===== config.mk =====
export PLATFORM = sky130hd
export DESIGN_NAME = fp_control_unit
export DESIGN_NICKNAME = d
export VERILOG_FILES = /design/src/rtl/fp_control_unit_pkg.sv /design/src/rtl/fp_control_unit_exp_compare.sv /design/src/rtl/fp_control_unit.sv
export SDC_FILE = /design/constraint.sdc
export NUM_CORES = 1
export LEC_CHECK = 0
export BUFFER_PORTS_ARGS = -buffer_cell sky130_fd_sc_hd__buf_2
export CORE_MARGIN = 4
export CORE_UTILIZATION = 44
export CTS_CLUSTER_DIAMETER = 80
export DETAILED_ROUTE_END_ITERATION = 12
export GPL_ROUTABILITY_DRIVEN = 0
export HOLD_SLACK_MARGIN = 0.1
export MAX_ROUTING_LAYER = met4
export PLACE_DENSITY_LB_ADDON = 0.15
export SLEW_MARGIN = 20
export SYNTH_ARGS = -nofsm -noshare
export SYNTH_HDL_FRONTEND = slang
export SYNTH_SLANG_ARGS = --single-unit
export TNS_END_PERCENT = 20

===== constraint.sdc =====
create_clock -name clk -period 3.17 [get_ports clk]
set_input_delay 0.4755 -clock clk [delete_from_list [all_inputs] [get_ports clk]]
set_output_delay 0.4755 -clock clk [all_outputs]
set_load 0.01 [all_outputs]

===== src/rtl/fp_control_unit_pkg.sv =====
// Shared definitions for the floating-point control unit: FSM state
// encoding, operation codes and datapath field widths.
package fp_control_unit_pkg;

  localparam int EXP_W  = 8;
  localparam int FRAC_W = 27;

  localparam logic [1:0] OP_ADD  = 2'b00;
  localparam logic [1:0] OP_SUB  = 2'b01;
  localparam logic [1:0] OP_MUL  = 2'b10;
  localparam logic [1:0] OP_RSVD = 2'b11;

  typedef enum logic [2:0] {
    ST_IDLE  = 3'd0,
    ST_ALIGN = 3'd1,
    ST_ADD   = 3'd2,
    ST_NORM  = 3'd3,
    ST_ROUND = 3'd4,
    ST_DONE  = 3'd5
  } fsmState_e;

endpackage


===== src/rtl/fp_control_unit_exp_compare.sv =====
// Exponent comparison for operand alignment (purely combinational).
// Ports:
//   expDiff     in  two's-complement expA - expB
//   smallerIsB  out 1 when B has the smaller (or equal) exponent
//   absDiff     out |expDiff|, the right-shift amount for alignment
module fp_exp_compare
  import fp_control_unit_pkg::*;
(
  input  logic [EXP_W-1:0] expDiff,
  output logic             smallerIsB,
  output logic [EXP_W-1:0] absDiff
);

  logic signed [EXP_W-1:0] diffSigned;

  assign diffSigned = expDiff;
  assign smallerIsB = ~diffSigned[EXP_W-1];
  // Negating -128 wraps back to 8'h80, which read unsigned is exactly 128.
  assign absDiff    = diffSigned[EXP_W-1] ? $unsigned(-diffSigned)
                                          : $unsigned(diffSigned);

endmodule


===== src/rtl/fp_control_unit.sv =====
// Control FSM sequencing one floating-point add/sub/mult through
// align -> big-ALU -> normalize -> round, with at most one renormalization.
// Ports:
//   clk, rst_n         clock, asynchronous active-low reset
//   start, op          operation request (sampled only in IDLE)
//   expDiff            expA - expB from the small ALU
//   fracResult         fraction being normalized (bit 26 = overflow)
//   carry              big-ALU carry-out
//   smallerExpSrc      operand with the smaller exponent (0:A, 1:B)
//   shiftRightQtt      alignment shift amount
//   operation          op code driven to the big ALU
//   normalization_src  1: big-ALU result, 0: rounded result
//   shift_src          0: normalize left, 1: normalize right
//   busy, done, err    status; err is meaningful while done is high
module fp_control_unit
  import fp_control_unit_pkg::*;
(
  input  logic              clk,
  input  logic              rst_n,
  input  logic              start,
  input  logic [1:0]        op,
  input  logic [EXP_W-1:0]  expDiff,
  input  logic [FRAC_W-1:0] fracResult,
  input  logic              carry,
  output logic              smallerExpSrc,
  output logic [EXP_W-1:0]  shiftRightQtt,
  output logic [1:0]        operation,
  output logic              normalization_src,
  output logic              shift_src,
  output logic              busy,
  output logic              done,
  output logic              err
);

  fsmState_e        state;
  fsmState_e        nextState;
  logic [1:0]       opReg;
  logic             renormFlag;
  logic             cmpSmallerIsB;
  logic [EXP_W-1:0] cmpAbsDiff;
  logic             overflow;
  logic             unusedFracBits;

  assign overflow       = fracResult[FRAC_W-1];
  assign unusedFracBits = ^fracResult[FRAC_W-2:0];

  fp_exp_compare uExpCompare (
    .expDiff    (expDiff),
    .smallerIsB (cmpSmallerIsB),
    .absDiff    (cmpAbsDiff)
  );

  always_ff @(posedge clk or negedge rst_n) begin
    if (!rst_n) begin
      state         <= ST_IDLE;
      opReg         <= OP_ADD;
      renormFlag    <= 1'b0;
      smallerExpSrc <= 1'b0;
      shiftRightQtt <= '0;
      shift_src     <= 1'b0;
      err           <= 1'b0;
    end else begin
      state <= nextState;
      case (state)
        ST_IDLE: begin
          if (start) begin
            opReg      <= op;
            renormFlag <= 1'b0;
            err        <= (op == OP_RSVD);
          end
        end
        ST_ALIGN: begin
          smallerExpSrc <= cmpSmallerIsB;
          shiftRightQtt <= cmpAbsDiff;
        end
        ST_ADD: shift_src <= carry;
        ST_ROUND: begin
          // Rounding overflowed: one extra right-normalize pass.
          if (nextState == ST_NORM) begin
            renormFlag <= 1'b1;
            shift_src  <= 1'b1;
          end
        end
        ST_DONE: shift_src <= 1'b0;
        default: ;
      endcase
    end
  end

  always_comb begin
    nextState         = state;
    operation         = OP_ADD;
    normalization_src = 1'b1;
    busy              = 1'b1;
    done              = 1'b0;
    case (state)
      ST_IDLE: begin
        busy = 1'b0;
        if (start) nextState = (op == OP_RSVD) ? ST_DONE : ST_ALIGN;
      end
      ST_ALIGN: nextState = ST_ADD;
      ST_ADD: begin
        operation = opReg;
        nextState = ST_NORM;
      end
      ST_NORM: begin
        operation = opReg;
        // The renormalization pass works on the rounded value.
        normalization_src = ~renormFlag;
        nextState = ST_ROUND;
      end
      ST_ROUND: begin
        normalization_src = 1'b0;
        nextState = (overflow && !renormFlag) ? ST_NORM : ST_DONE;
      end
      ST_DONE: begin
        done      = 1'b1;
        nextState = ST_IDLE;
      end
      default: nextState = ST_IDLE;
    endcase
  end

endmodule


==> flow_summary_export.csv <==
group,metric,value,unit
synthesis,syn_inst,98,
placement,dp_slack,1.388,ns
timing,min_period_over_period,0.5844,
global_route,grt_pass1_wl,3167,um
timing,rsz0062_at_grt,"false",
clock_tree,clock_sinks,17,
global_route,grt_start_max_net_pins,19,
synthesis,syn-num-nets,140,
floorplan,die_area,0.002849,mm^2
critical_path,reg2reg_depth,4,
routing,ant_nets,0,
floorplan,die_h,53.38,um
clock_tree,path_clk_slew,0.10,ns
run,max-cap-violations,0,
timing,fmax,539.8,MHz
run_status,status,"complete, no violations",
critical_path,cp_top_family,"flip-flops",
timing,tightest_slew,0.5148,ns
routing,drt_iter0_drc,10,
timing,setup_viol,0,
global_route,grt.overflow.total,0,
global_route,first_global_vias,740,
cells_and_area,fin_util,0.5593,
synthesis,async_reset_ff_frac,1.000,
timing,timing.final.max_slew_violations,0,
critical_path,crit_required,2.69,ns
pwr,peakVddDrop,0.3461,mV
critical_path,slowest_stage,"dfrtp_1",
critical_path,end_kind,"output port",
synthesis,synthesis.area,905.9,um^2
synthesis,synth_edf_count,0,
timing,tns,0,ns
routing,vias,757,
critical_path,r2r-end,"shiftRightQtt[7]$_DFFE_PN0N_",
routing,dr.pass1.iters,4,
clock_tree,clock_latency,0.29,ns
timing,period_minus_slack,1.853,ns
global_route,grt_antenna_before_repair,0,
critical_path,worstPathArrival,1.38,ns
synthesis,yosysWarnings,0,
floorplan,rows,16,
clock_tree,ctsHtreeMaxLevel,1,
floorplan,start_util,0.4617,
critical_path,worstSetupStartpointType,"register",
timing,hold_viol_final,0,
critical_path,r2r_slack,1.61,ns
routing,drc,0,
cells_and_area,antenna_cells,0,
cells_and_area,multi_input_area,436.7,um^2
critical_path,cpPeakStageDelay,0.62,ns
timing,setup_slack,1.317,ns
timing,finClkSkew,0.005138,ns
pwr,power_density,822.6,mW/mm^2
placement,portBuffers,30,
synthesis,ys_seq_area_frac,0.4696,
clock_tree,clockRootBuffer,"clkbuf_4",
critical_path,crit_type,"register to output port",
floorplan,die_w,53.38,um
cells_and_area,ff_latch_area,425.4,um^2
synthesis,synth_cell_type_count,32,
floorplan,num_io_pins,57,
timing,max_slew_margin,0.6568,
cells_and_area,synthToLayoutAreaGrowth,21.13,%
critical_path,r2r_start,"state[2]$_DFF_PN0_",
critical_path,crit_path_end,"normalization_src",
placement,dp.cells,149,
routing,wire_per_inst,12.21,um
global_route,track_usage,0.1583,
pwr,power_leakage,0.5341,nW
clock_tree,postCtsSetupRepairBufs,0,
cells_and_area,fillCellCount,200,
cells_and_area,drive_gt1_frac,0.2913,
floorplan,core,0.001962,mm^2
critical_path,crit_fanout,16,
cells_and_area,num-nets-final,170,
synthesis,synth-seq-cells,17,
hold_path,min_path_type,"input port to register",
clock_tree,cts_tree,"built",
synthesis,syn_area_per_cell,9.244,um^2
placement,dpl.hpwl,1439,um
synthesis,ys.flop_type,"dfrtp_1",
critical_path,cp.depth,4,
cells_and_area,fin_cells,154,
critical_path,crit_chain,"nand2b_1 > nor2_1 > a31oi_1 > buf_2",
routing,wirelength,1881,um
critical_path,startpoint,"state[2]$_DFF_PN0_",
clock_tree,cts_max_path_buffers,2,
clock_tree,cts_made_buffers,3,
routing,post_drt_via_cell_ratio,4.916,
critical_path,cp_num_buf_inv,1,
## worst reg2reg max path, cell delays in order (launching register included)
cell	delay [ns]
dfrtp_1	0.55
nor2b_1	0.29
nand2b_1	0.34
nand2_1	0.15
o21ai_0	0.09
## layout make-up
type / count / share of cell area
Inverter: 4 / 0.01368
Tap cell: 27 / 0.03079
Clock buffer: 4 / 0.02395
Multi-Input combinational cell: 71 / 0.3979
Timing Repair Buffer: 31 / 0.1460
Sequential cell: 17 / 0.3877
## worst min-delay path by stage
| stage | end | cells past startpoint | slack (ns) | start |
|---|---|---|---|---|
| 2_1_floorplan | err$_DFFE_PN0P_ | 0 | 0.18 | rst_n |
| 3_5_place_dp | shiftRightQtt[0]$_DFFE_PN0N_ | 1 | 0.42 | rst_n |
| 5_1_grt | opReg[1]$_DFFE_PN0P_ | 2 | 0.44 | op[1] |
| 3_3_place_gp | shiftRightQtt[1]$_DFFE_PN0N_ | 1 | 0.41 | rst_n |
| 4_1_cts | err$_DFFE_PN0P_ | 3 | 0.44 | op[1] |
| 6_report | err$_DFFE_PN0P_ | 3 | 0.46 | op[1] |
## flip-flops by register name (all words and copies together) (netlist names)
signal	cells
err	1
state	3
renormFlag	1
smallerExpSrc	1
shiftRightQtt	8
shift_src	1
opReg	2
## power breakdown
group          switching, mW  total, mW  internal [mW]
Sequential            0.0915      0.404          0.312
Clock                 0.0665      0.115         0.0489
Combinational          0.206      0.383          0.177
Total                  0.364      0.903          0.538
## cells in the mapped netlist (2+ instances only)
library cell	instances	area (um^2)
mux2_2	2	22.52
dfrtp_1	17	425.4
nand3_1	2	10.01
o21ai_0	13	65.06
nand2b_1	3	18.77
nor2b_1	3	18.77
nand2_1	13	48.80
xor2_1	4	35.03
inv_1	4	15.01
nor2_1	8	30.03
a21oi_1	2	10.01
buf_2	5	25.02
o31ai_1	2	15.01
and2_1	2	12.51
## per-stage QoR
step	area [um^2]	power (mW)	hold slack, ns
after floorplan	905.9	0.6603	0.1799
after global placement	1061	0.7729	0.4115
after detailed placement	1061	0.7972	0.4194
after CTS	1097	0.9168	0.4404
after global routing	1097	0.9937	0.4418
final	1097	0.9027	0.4562
## kinds of logic after synthesis
group,Yosys count,synth area share
xor+xnor,5,0.04834
flops,17,0.4696
mux,3,0.03591
simple gates,37,0.2003
fa+ha+maj,1,0.01381
compound gates,25,0.1837
buf+inv,10,0.04833
## what timing repair did
action	4_1_cts	5_1_grt
hold endpoints to repair	17	0
gates resized for setup	0	0
hold buffers	1	0
## layer usage
metal	track usage	vias up	share of wire	wire (um)
li1	-	395	-	-
met1	0.1791	345	0.45	847
met2	0.2694	13	0.49	925
met3	0.04225	4	0.044	82
met4	0.05106	0	0.014	26
met5	-	-	0	0
## layout by cell type (no fill, tap or decap), types with 2 or more instances in the layout
cell type	Yosys	final
o31ai_1	2	2
nor2b_1	3	3
nor2_1	8	8
a21oi_1	2	2
nand2_1	13	13
mux2_2	2	2
buf_2	5	30
and2_1	2	2
o21ai_0	13	13
nand3_1	2	2
inv_1	4	4
nand2b_1	3	3
dfrtp_1	17	17
clkbuf_4	0	3
xor2_1	4	4
Power figures use the tool's default switching activity.
